File: src/rtl/multicycle_ctrl.sv
// multicycle_ctrl -- main control FSM for a multicycle RV32-subset core.
//
// Sequences each instruction through FETCH -> DECODE -> EXEC -> (MEM) -> (WB).
// The opcode is captured in DECODE, and EXEC/MEM/WB decode from that copy, so
// the instruction register may change underneath without affecting control.
//
// Ports
//   clk        rising-edge clock
//   reset      synchronous active-high reset; also forces every output to 0
//   Opcode     instruction[6:0] from the instruction register
//   mem_ready  memory completes the current access this cycle
//   mem_req    memory access request (held until mem_ready is seen)
//   mem_we     1 = store, 0 = read
//   IorD       memory address source: 0 = PC, 1 = ALU result
//   IRWrite    load fetched word into the instruction register
//   PCWrite    load PC+4 into the PC
//   ALUSrc     0 = register operand, 1 = immediate
//   ALUOp      00 = LW/SW/LUI, 01 = branch, 10 = R/I-type
//   MemtoReg   write-back source: 1 = memory data, 0 = ALU
//   RegWrite   register-file write enable
//   Branch     branch-compare cycle
//   illegal    one-cycle pulse for an unsupported opcode
//   retire     one-cycle pulse on the last cycle of each legal instruction
//   state      current state encoding (debug)
module multicycle_ctrl (
  input  logic       clk,
  input  logic       reset,
  input  logic [6:0] Opcode,
  input  logic       mem_ready,
  output logic       mem_req,
  output logic       mem_we,
  output logic       IorD,
  output logic       IRWrite,
  output logic       PCWrite,
  output logic       ALUSrc,
  output logic [1:0] ALUOp,
  output logic       MemtoReg,
  output logic       RegWrite,
  output logic       Branch,
  output logic       illegal,
  output logic       retire,
  output logic [2:0] state
);

  localparam logic [2:0] FETCH  = 3'd0;
  localparam logic [2:0] DECODE = 3'd1;
  localparam logic [2:0] EXEC   = 3'd2;
  localparam logic [2:0] MEM    = 3'd3;
  localparam logic [2:0] WB     = 3'd4;

  localparam logic [6:0] OP_R   = 7'b0110011;
  localparam logic [6:0] OP_I   = 7'b0010011;
  localparam logic [6:0] OP_LW  = 7'b0000011;
  localparam logic [6:0] OP_SW  = 7'b0100011;
  localparam logic [6:0] OP_BEQ = 7'b1100011;
  localparam logic [6:0] OP_LUI = 7'b0110111;

  logic [2:0] state_q, state_n;
  logic [6:0] op_q;

  function automatic logic is_legal(input logic [6:0] op);
    case (op)
      OP_R, OP_I, OP_LW, OP_SW, OP_BEQ, OP_LUI: is_legal = 1'b1;
      default:                                  is_legal = 1'b0;
    endcase
  endfunction

  // {ALUSrc, ALUOp[1:0]} for a captured opcode; reused by EXEC, MEM and WB so
  // the ALU controls stay stable for the whole instruction.
  function automatic logic [2:0] alu_ctl(input logic [6:0] op);
    case (op)
      OP_R:              alu_ctl = 3'b0_10;
      OP_I:              alu_ctl = 3'b1_10;
      OP_BEQ:            alu_ctl = 3'b0_01;
      OP_LW, OP_SW,
      OP_LUI:            alu_ctl = 3'b1_00;
      default:           alu_ctl = 3'b0_00;
    endcase
  endfunction

  always_ff @(posedge clk) begin
    if (reset) begin
      state_q <= FETCH;
      op_q    <= 7'b0000000;
    end else begin
      state_q <= state_n;
      if (state_q == DECODE) op_q <= Opcode;
    end
  end

  always_comb begin
    state_n  = FETCH;
    mem_req  = 1'b0;
    mem_we   = 1'b0;
    IorD     = 1'b0;
    IRWrite  = 1'b0;
    PCWrite  = 1'b0;
    ALUSrc   = 1'b0;
    ALUOp    = 2'b00;
    MemtoReg = 1'b0;
    RegWrite = 1'b0;
    Branch   = 1'b0;
    illegal  = 1'b0;
    retire   = 1'b0;

    case (state_q)
      FETCH: begin
        mem_req = 1'b1;
        // IR and PC updates are gated by the handshake so a stalled fetch
        // never loads a stale word.
        if (mem_ready) begin
          IRWrite = 1'b1;
          PCWrite = 1'b1;
          state_n = DECODE;
        end else begin
          state_n = FETCH;
        end
      end
      DECODE: begin
        // Legality is judged on the live opcode; it is captured this cycle.
        if (is_legal(Opcode)) begin
          state_n = EXEC;
        end else begin
          illegal = 1'b1;
          state_n = FETCH;
        end
      end
      EXEC: begin
        {ALUSrc, ALUOp} = alu_ctl(op_q);
        case (op_q)
          OP_BEQ: begin
            Branch  = 1'b1;
            retire  = 1'b1;
            state_n = FETCH;
          end
          OP_LW, OP_SW: state_n = MEM;
          default:      state_n = WB;
        endcase
      end
      MEM: begin
        {ALUSrc, ALUOp} = alu_ctl(op_q);
        mem_req = 1'b1;
        IorD    = 1'b1;
        mem_we  = (op_q == OP_SW);
        if (!mem_ready) begin
          state_n = MEM;
        end else if (op_q == OP_SW) begin
          retire  = 1'b1;
          state_n = FETCH;
        end else begin
          state_n = WB;
        end
      end
      WB: begin
        {ALUSrc, ALUOp} = alu_ctl(op_q);
        RegWrite = 1'b1;
        MemtoReg = (op_q == OP_LW);
        retire   = 1'b1;
        state_n  = FETCH;
      end
      default: state_n = FETCH;
    endcase

    // Reset masks everything, including the memory handshake, in the same cycle.
    if (reset) begin
      mem_req  = 1'b0;
      mem_we   = 1'b0;
      IorD     = 1'b0;
      IRWrite  = 1'b0;
      PCWrite  = 1'b0;
      ALUSrc   = 1'b0;
      ALUOp    = 2'b00;
      MemtoReg = 1'b0;
      RegWrite = 1'b0;
      Branch   = 1'b0;
      illegal  = 1'b0;
      retire   = 1'b0;
    end
  end

  assign state = reset ? 3'd0 : state_q;

endmodule

File: config.mk
export PLATFORM = sky130hd
export DESIGN_NAME = multicycle_ctrl
export DESIGN_NICKNAME = d
export VERILOG_FILES = /design/src/rtl/multicycle_ctrl.sv
export SDC_FILE = /design/constraint.sdc
export NUM_CORES = 1
export LEC_CHECK = 0
export BUFFER_PORTS_ARGS = -buffer_cell sky130_fd_sc_hd__buf_2
export CAP_MARGIN = 5
export CORE_MARGIN = 2
export CORE_UTILIZATION = 49
export CTS_CLUSTER_DIAMETER = 30
export DETAILED_ROUTE_END_ITERATION = 10
export HOLD_SLACK_MARGIN = 0.05
export PLACE_DENSITY = 0.84
export SLEW_MARGIN = 20
export SYNTH_ARGS = -nofsm -noshare
export SYNTH_HDL_FRONTEND = slang
export SYNTH_SLANG_ARGS = --single-unit
File: constraint.sdc
create_clock -name clk -period 2.8 [get_ports clk]
set_input_delay 0.42 -clock clk [delete_from_list [all_inputs] [get_ports clk]]
set_output_delay 0.42 -clock clk [all_outputs]
set_load 0.01 [all_outputs]
# --- Word-level counts from Yosys, hierarchy flattened ---
# Cells that the tools add are included.
classes:
  n_mux: 37
  reduce_logical: 6
  eq_ne: 16
op_table:
  columns: ["operator", "count"]
  rows:
  - ["$eq A7 B6 Y1 const B", 6]
  - ["$mux W1", 27]
  - ["$pmux W3 S4", 2]
  - ["$eq A7 B2 Y1 const B", 2]
  - ["$eq A7 B5 Y1 const B", 2]
  - ["$eq A7 B7 Y1 const B", 2]
  - ["$mux W3", 3]
  - ["$eq A3 B2 Y1 const B", 2]
  - ["$mux W2", 3]
  - ["$pmux W3 S2", 1]
  - ["$reduce_or A3 Y1", 2]
  - ["$reduce_or A6 Y1", 1]
  - ["$reduce_or A2 Y1", 2]
  - ["$eq A3 B1 Y1 const B", 1]
  - ["$eq A3 B3 Y1 const B", 1]
  - ["$logic_not A3 Y1", 1]
  - ["$pmux W1 S3", 1]
totals:
  register_bits: 10
  input_bits: 10
  elab_cells: 61

# --- Depth between registers and ports, before layout ---
# Gate-level depths: netlist (run 1).
logic_depth:
  word_depth: 7
  ltp_mapped: 5

# --- Worst setup path after synthesis (run 1) ---
# Ideal clock, no wire load.
synth_path:
  path_type: "register to output"
  start: "register op_q[3]"
  end: "output retire"
  path_buffers: 0
  slack_ps: 1032
  arrival_ps: 1348
  stages_incl_launch_ff: 5
  required_ps: 2380
  path_cell_list: "dfxtp_1 -> nand3b_4 -> or4_4 -> nor3_4 -> a311o_2"
synth_via:
  elab_chain_len: 5
synth_rtl:
  columns: ["item", "line_no", "text"]
  rows:
  - ["start: declaration", "59", "logic [6:0] op_q;"]
  - ["start signal: assignment", "87", "if (state_q == DECODE) op_q <= Opcode;"]
  - ["$eq A7 B6 Y1", "147", "end else if (op_q == OP_SW) begin"]
  - ["$mux W1", "147", null]
  - ["$mux W1", "145", "if (!mem_ready) begin"]
  - ["$pmux W1 S3 *", "106", "case (state_q)"]
  - ["$mux W1 *", "165", "if (reset) begin"]
  - ["end: declaration", "41", "output logic retire,"]
# Mark *: on every way between the ends. The rest lies on a longest branch, timed or not.

# --- Worst setup path in the final report (run 1) ---
layout_path:
  start: "register op_q[0]"
  end: "output retire"
# The elaborated chain is that of the path after synthesis.

==> results.yml, run 1 <==
clock_tree:
  cts_tree: "built"
  cts_buffers: 3
  cts_setup_buffers: 0
  ctsResizeCount: 0
  h-tree-depth: 1
  clkLatencyLatePin_ps: 270
  clk_path_buf_depth: 2
  cts-root-buf: "clkbuf_4"
  clkTransAtPathRegs_ps: 70
  cts.sink_count: 10
  postCtsHoldBufs: 0
place:
  post-place-ws_ps: 910
  portBuffers: 25
  gp_congestion: 0.707
  dp_hpwl_um: 1100
  place_inst: 115
power:
  peakVddDrop_uv: 291
  power.density_nw_per_um2: 411
  p_leak_uw: 0.000419
  power_uw: 333
grt:
  gr-total-overflow: 0
  grt_use_total_pct: 21.6
  grt_max_degree: 15
  antenna_found_initial: 0
  grt_pass1_vias: 556
  grt_pass1_wl_um: 2270
cells_and_area:
  stdcell_count: 119
  antenna_cells: 0
  fillCellCount: 114
  area_growth_pct: 26.8
  multi_input_area_sq_um: 408
  seq_area_sq_um: 200
  layout-drive-gt1-share_pct: 36.5
  final_nets: 115
setup_path:
  r2r_end: "state_q[1]"
  critPathArrivalTime_ps: 1710
  reg2reg_from: "state_q[0]"
  cp-end-kind: "primary output"
  startpoint_type: "register"
  crit_fanout: 6
  r2r.worst_path.cells: 4
  path_class: "reg2out"
  rrSetupSlack_ps: 1380
  required_ps: 2380
yosys:
  ys_types: 30
  ys_warn_count: 0
  synth_fp_nets: 87
  ys_seq_area_share_pct: 31.3
  synth_area_leader_cell: "dfxtp_1"
  synth_top_area_share_pct: 31.3
  synth.ff_latch_count: 10
  syn-mean-instance-area_sq_um: 8.30
  synth_area_sq_um: 639
  synth.top_cells.by_area: "dfxtp_1, mux2i_1, nor2_1"
  synthCells: 77
detailed_routing:
  ant_nets: 0
  met2RoutedLength_um: 679
  drc_errors: 0
  wire_per_inst_um: 12.1
  first_iter_violations: 20
  wl_met1_um: 644
  drtPass1Iterations: 4
  vias: 647
  wl_met3_um: 93
  routed_wl_um: 1440
  viasPerCell: 5.44
  top_layer: "met4"
worst_hold_path:
  hold_end: "op_q[0]"
  hold_path.class: "in2reg"
  hold_depth: 3
  hp-start: "Opcode[0]"
die:
  die_width_um: 40.1
  start_util_pct: 51.0
  die_area_sq_um: 1610
  die_y_um: 40.1
  fp-row-count: 13
  core_sq_um: 1250
  io-pin-count: 26
status:
  status: "finished, final reports clean"
sta:
  worst_slack_ps: 667
  relSlewSlack_pct: 68.7
  period_minus_slack_ps: 2130
  drv_slew: 0
  finalClockSkew_ps: 1.91
  setup-violations-final: 0
  fin_crit_sh_pct: 76.2
  rsz0062_at_grt: "false"
  hold_ws_ps: 399
  tightest_slew_ps: 464
  fmax_ghz: 0.469
  final.setup.tns_ps: 0
  hold_viol_final: 0
job:
  maxCapViolCount: 0
## final cells by class
type,count,area share (%)
clock buffers,4,4.48
inverters,4,1.85
multi-input cells,60,50.3
flip-flops and latches,10,24.7
well taps,15,2.31
repair buffers,26,16.4
## critical path: stages, from the launching register on
cell      delay (ps)
dfxtp_1          380
nand3b_4         120
or4_4            510
nor3_4           180
a311o_2          130
buf_2            120
## metrics by stage
step / utilization [%] / area (sq um)
after global placement: 61.8 / 774
after CTS: 64.7 / 811
after global routing: 64.7 / 811
after floorplan: - / 639
after detailed placement: 61.8 / 774
final: 64.7 / 811
## flip-flops by register name (all words and copies together) (netlist names)
name and flops:
op_q 7, state_q 3
## worst max-delay path by stage
stage / from / to
after floorplan: op_q[3] / retire
after global placement: reset / retire
after detailed placement: reset / retire
after CTS: op_q[0] / retire
after global routing: state_q[1] / ALUOp[1]
final: op_q[0] / retire
## cells in the mapped netlist, drive strengths merged
cell,number
nor3b,2
and3,2
maj3,1
or3,1
nor2,15
clkbuf,1
buf,2
nand2,4
nand2b,2
a221oi,1
a21oi,4
a311o,1
o21ai,1
or2,1
dfxtp,10
nand3,2
and2b,1
o32ai,1
nor2b,4
mux2i,7
nor4bb,1
nand3b,1
inv,4
nor4,3
or4,1
xnor2,1
a21bo,1
nor3,2
## metal layers
metal	track usage, %	vias to the layer above
met1	23.8	292
met2	38.3	28
li1	-	325
met3	5.00	2
met4	10.3	0
met5	0	-
## cell usage in the layout (no fill, tap or decap), types with 2 or more instances in the layout
cell       n
and3_1     2
inv_1      4
a21oi_1    4
clkbuf_4   3
nor4_1     3
nor3b_1    2
nand3_1    2
nand2_1    4
nand2b_1   2
buf_2     25
nor2_1    15
mux2i_1    7
nor2b_1    4
dfxtp_1   10
## logic make-up (layout without fill, tap and decap cells)
family | count (synthesis) | after routing | synth area share [%]
AO/OA/AOI/OAI | 9 | 9 | 11.0
flip-flops | 10 | 10 | 31.3
multiplexers | 7 | 7 | 11.0
AND/OR/NAND/NOR | 42 | 42 | 38.7
adder cells (fa/ha/maj) | 1 | 1 | 1.76
buffers and inverters | 7 | 34 | 4.89
XOR/XNOR | 1 | 1 | 1.37
## power by group
group          internal, uW  leakage, uW  switching [uW]  total, uW
clock network          79.1    0.0000210            51.5        131
registers               148    0.0000815            8.89        157
logic                  21.9     0.000317            23.7       45.6
Power figures use the tool's default switching activity.
==> inputs of run 2 (changes only) <==
--- a/config.mk
+++ b/config.mk
@@ -8,11 +8,11 @@
 export BUFFER_PORTS_ARGS = -buffer_cell sky130_fd_sc_hd__buf_2
 export CAP_MARGIN = 5
 export CORE_MARGIN = 2
-export CORE_UTILIZATION = 49
+export CORE_UTILIZATION = 41
 export CTS_CLUSTER_DIAMETER = 30
 export DETAILED_ROUTE_END_ITERATION = 10
 export HOLD_SLACK_MARGIN = 0.05
-export PLACE_DENSITY = 0.84
+export PLACE_DENSITY = 0.75
 export SLEW_MARGIN = 20
 export SYNTH_ARGS = -nofsm -noshare
 export SYNTH_HDL_FRONTEND = slang
==> constraint.sdc (replaced) <==
create_clock -name clk -period 1.7 [get_ports clk]
set_input_delay 0.255 -clock clk [delete_from_list [all_inputs] [get_ports clk]]
set_output_delay 0.255 -clock clk [all_outputs]
set_load 0.01 [all_outputs]
==> run 2 against run 1 <==
  * The flow now finishes with violations (negative setup slack)
  * Sequential share of layout area is 2.7 points lower
  * Global-route usage is 4.0 points lower
  * Core utilization is 0.28 points lower
  * Routed wire length is 17% higher
==> results.yml, run 2 (synthesized netlist as in run 1, its figures left out) <==
power:
  switching_share_pct: 24.9
  peakVddDrop_uv: 493
  p_int_uw: 420
  power.density_nw_per_um2: 582
  switchingPower_uw: 139
  seq_power_share_pct: 44.9
  power_uw: 559
  p_comb_share_pct: 18.2
  pwr-share-clk_pct: 36.9
  p_leak_uw: 0.000475
detailed_routing:
  first_iter_violations: 11
  viasPerCell: 5.36
  ant_nets: 0
  drc_errors: 0
  vias: 691
  drtPass1Iterations: 4
  wire_per_inst_um: 13.1
  routed_wl_um: 1690
die:
  die_area_sq_um: 1890
  fp-row-count: 14
  die_width_um: 43.5
  die_y_um: 43.5
  start_util_pct: 42.9
  io-pin-count: 26
  core_sq_um: 1490
place:
  gp_congestion: 0.844
  post-place-ws_ps: 53.3
  dpl-instance-area_sq_um: 828
  place_inst: 123
  dp_hpwl_um: 1250
  portBuffers: 25
clock_tree:
  h-tree-depth: 1
  cts_tree: "built"
  postCtsHoldBufs: 0
  clk_path_buf_depth: 2
  clkLatencyLatePin_ps: 260
  cts.sink_count: 10
  clkTransAtPathRegs_ps: 70
  cts-root-buf: "clkbuf_4"
  cts_buffers: 3
cells_and_area:
  top_register: "op_q"
  fin_area_sq_um: 960
  largest_reg_flops: 7
  final_cell_mix: "buf_2, nor2_1, buf_4"
  layout-drive-gt1-share_pct: 55.8
  stdcell_count: 129
  layout_commonest_cell: "buf_2"
  reg_top3: "op_q: 7 flops, state_q: 3 flops"
  area_growth_pct: 50.1
  final_nets: 124
  antenna_cells: 0
sta:
  relSlewSlack_pct: 75.0
  fin_crit_sh_pct: 108
  drv_slew: 0
  tightest_slew_ps: 369
  hold_ws_ps: 252
  period_minus_slack_ps: 1830
  fmax_ghz: 0.546
  finalClockSkew_ps: 5.19
  worst_slack_ps: -130
  rsz0062_at_grt: "true"
  hold_viol_final: 0
  setup-violations-final: 5
setup_path:
  crit_chain: "nand3b_4 -> or4_4 -> nor3_4 -> a311o_2 -> buf_6"
  crit_fanout: 2
  reg2reg_from: "op_q[4]"
  path_class: "reg2out"
  startpoint_type: "register"
  cpPeakStageDelay_ps: 440
  required_ps: 1440
  cp-end-kind: "primary output"
  critPathArrivalTime_ps: 1580
  slowest_stage: "or4_4"
  cpLargestDelayFamily: "simple AND/OR/NAND/NOR gates"
  r2r_end: "state_q[1]"
  critPathBufInv: 1
  r2r.worst_path.cells: 5
  rrSetupSlack_ps: 200
worst_hold_path:
  hp-start: "Opcode[3]"
  hold_end: "op_q[3]"
  hold_path.class: "in2reg"
  hold_depth: 3
job:
  maxCapViolCount: 0
grt:
  gr-total-overflow: 0
  grt_pass1_wl_um: 2550
  antenna_found_initial: 0
  grt_pass1_vias: 598
  grt_use_total_pct: 17.6
  grt_max_degree: 9
status:
  status: "complete, but fails checks"
  violations: "negative setup slack"
run 2: cell types whose count changed in the layout (fill, tap and decap cells not counted), sizes merged:
cell / before / now
buf: 26 / 35
run 2: per-stage QoR:
| step | utilization, % | TNS, ps |
|---|---|---|
| after floorplan | - | 0 |
| after global placement | 55.6 | 0 |
| after detailed placement | 55.6 | 0 |
| after CTS | 60.6 | -288 |
| after global routing | 64.5 | -716 |
| final | 64.5 | -399 |
run 2: cell type report:
| cell class | instances | area, sq um |
|---|---|---|
| fillers | 137 | 529 |
| repair buffers | 35 | 206 |
| inverters | 4 | 15.0 |
| clock buffers | 4 | 36.3 |
| multi-input cells | 60 | 470 |
| flip-flops and latches | 10 | 211 |
| well taps | 16 | 20.0 |
run 2: repair_timing:
item / 4_1_cts / 5_1_grt
resized for setup: 10 / 12
setup buffers: 0 / 2
pin swaps: 5 / 4
endpoints found under the setup margin: 7 / 8
run 2: routing by layer:
layer / global-route usage, % / up-vias / routed length, um / part of all wire, %
li1: - / 344 / - / -
met1: 23.2 / 309 / 690 / 41
met2: 29.9 / 34 / 833 / 49
met3: 2.50 / 4 / 125 / 7.4
met4: 5.45 / 0 / 38 / 2.3
met5: 0 / - / 0 / 0
run 2: worst max-delay path by stage:
stage	depth (start not counted)	slack (ps)	endpoint	from
after floorplan	4	100	retire	op_q[3]
after global placement	5	90	retire	op_q[0]
after detailed placement	5	50	retire	op_q[0]
after CTS	5	-160	retire	op_q[3]
after global routing	5	-200	retire	op_q[3]
final	5	-130	retire	op_q[3]
run 2: power groups by stage:
| stage | clock network [uW] | logic (uW) | registers (uW) |
|---|---|---|---|
| floorplan | 0 | 49.4 | 260 |
| detailed placement | 0 | 93.8 | 256 |
| global route | 225 | 112 | 252 |
| global placement | 0 | 92.0 | 255 |
| CTS | 216 | 97.1 | 250 |
| finish | 206 | 102 | 251 |
run 2: worst register-to-register path, delay by kind of cell, from the launching register on:
family | cells | cell delay (ps)
compound gates | 2 | 450
simple gates | 2 | 500
flops | 1 | 320
buf+inv | 1 | 160
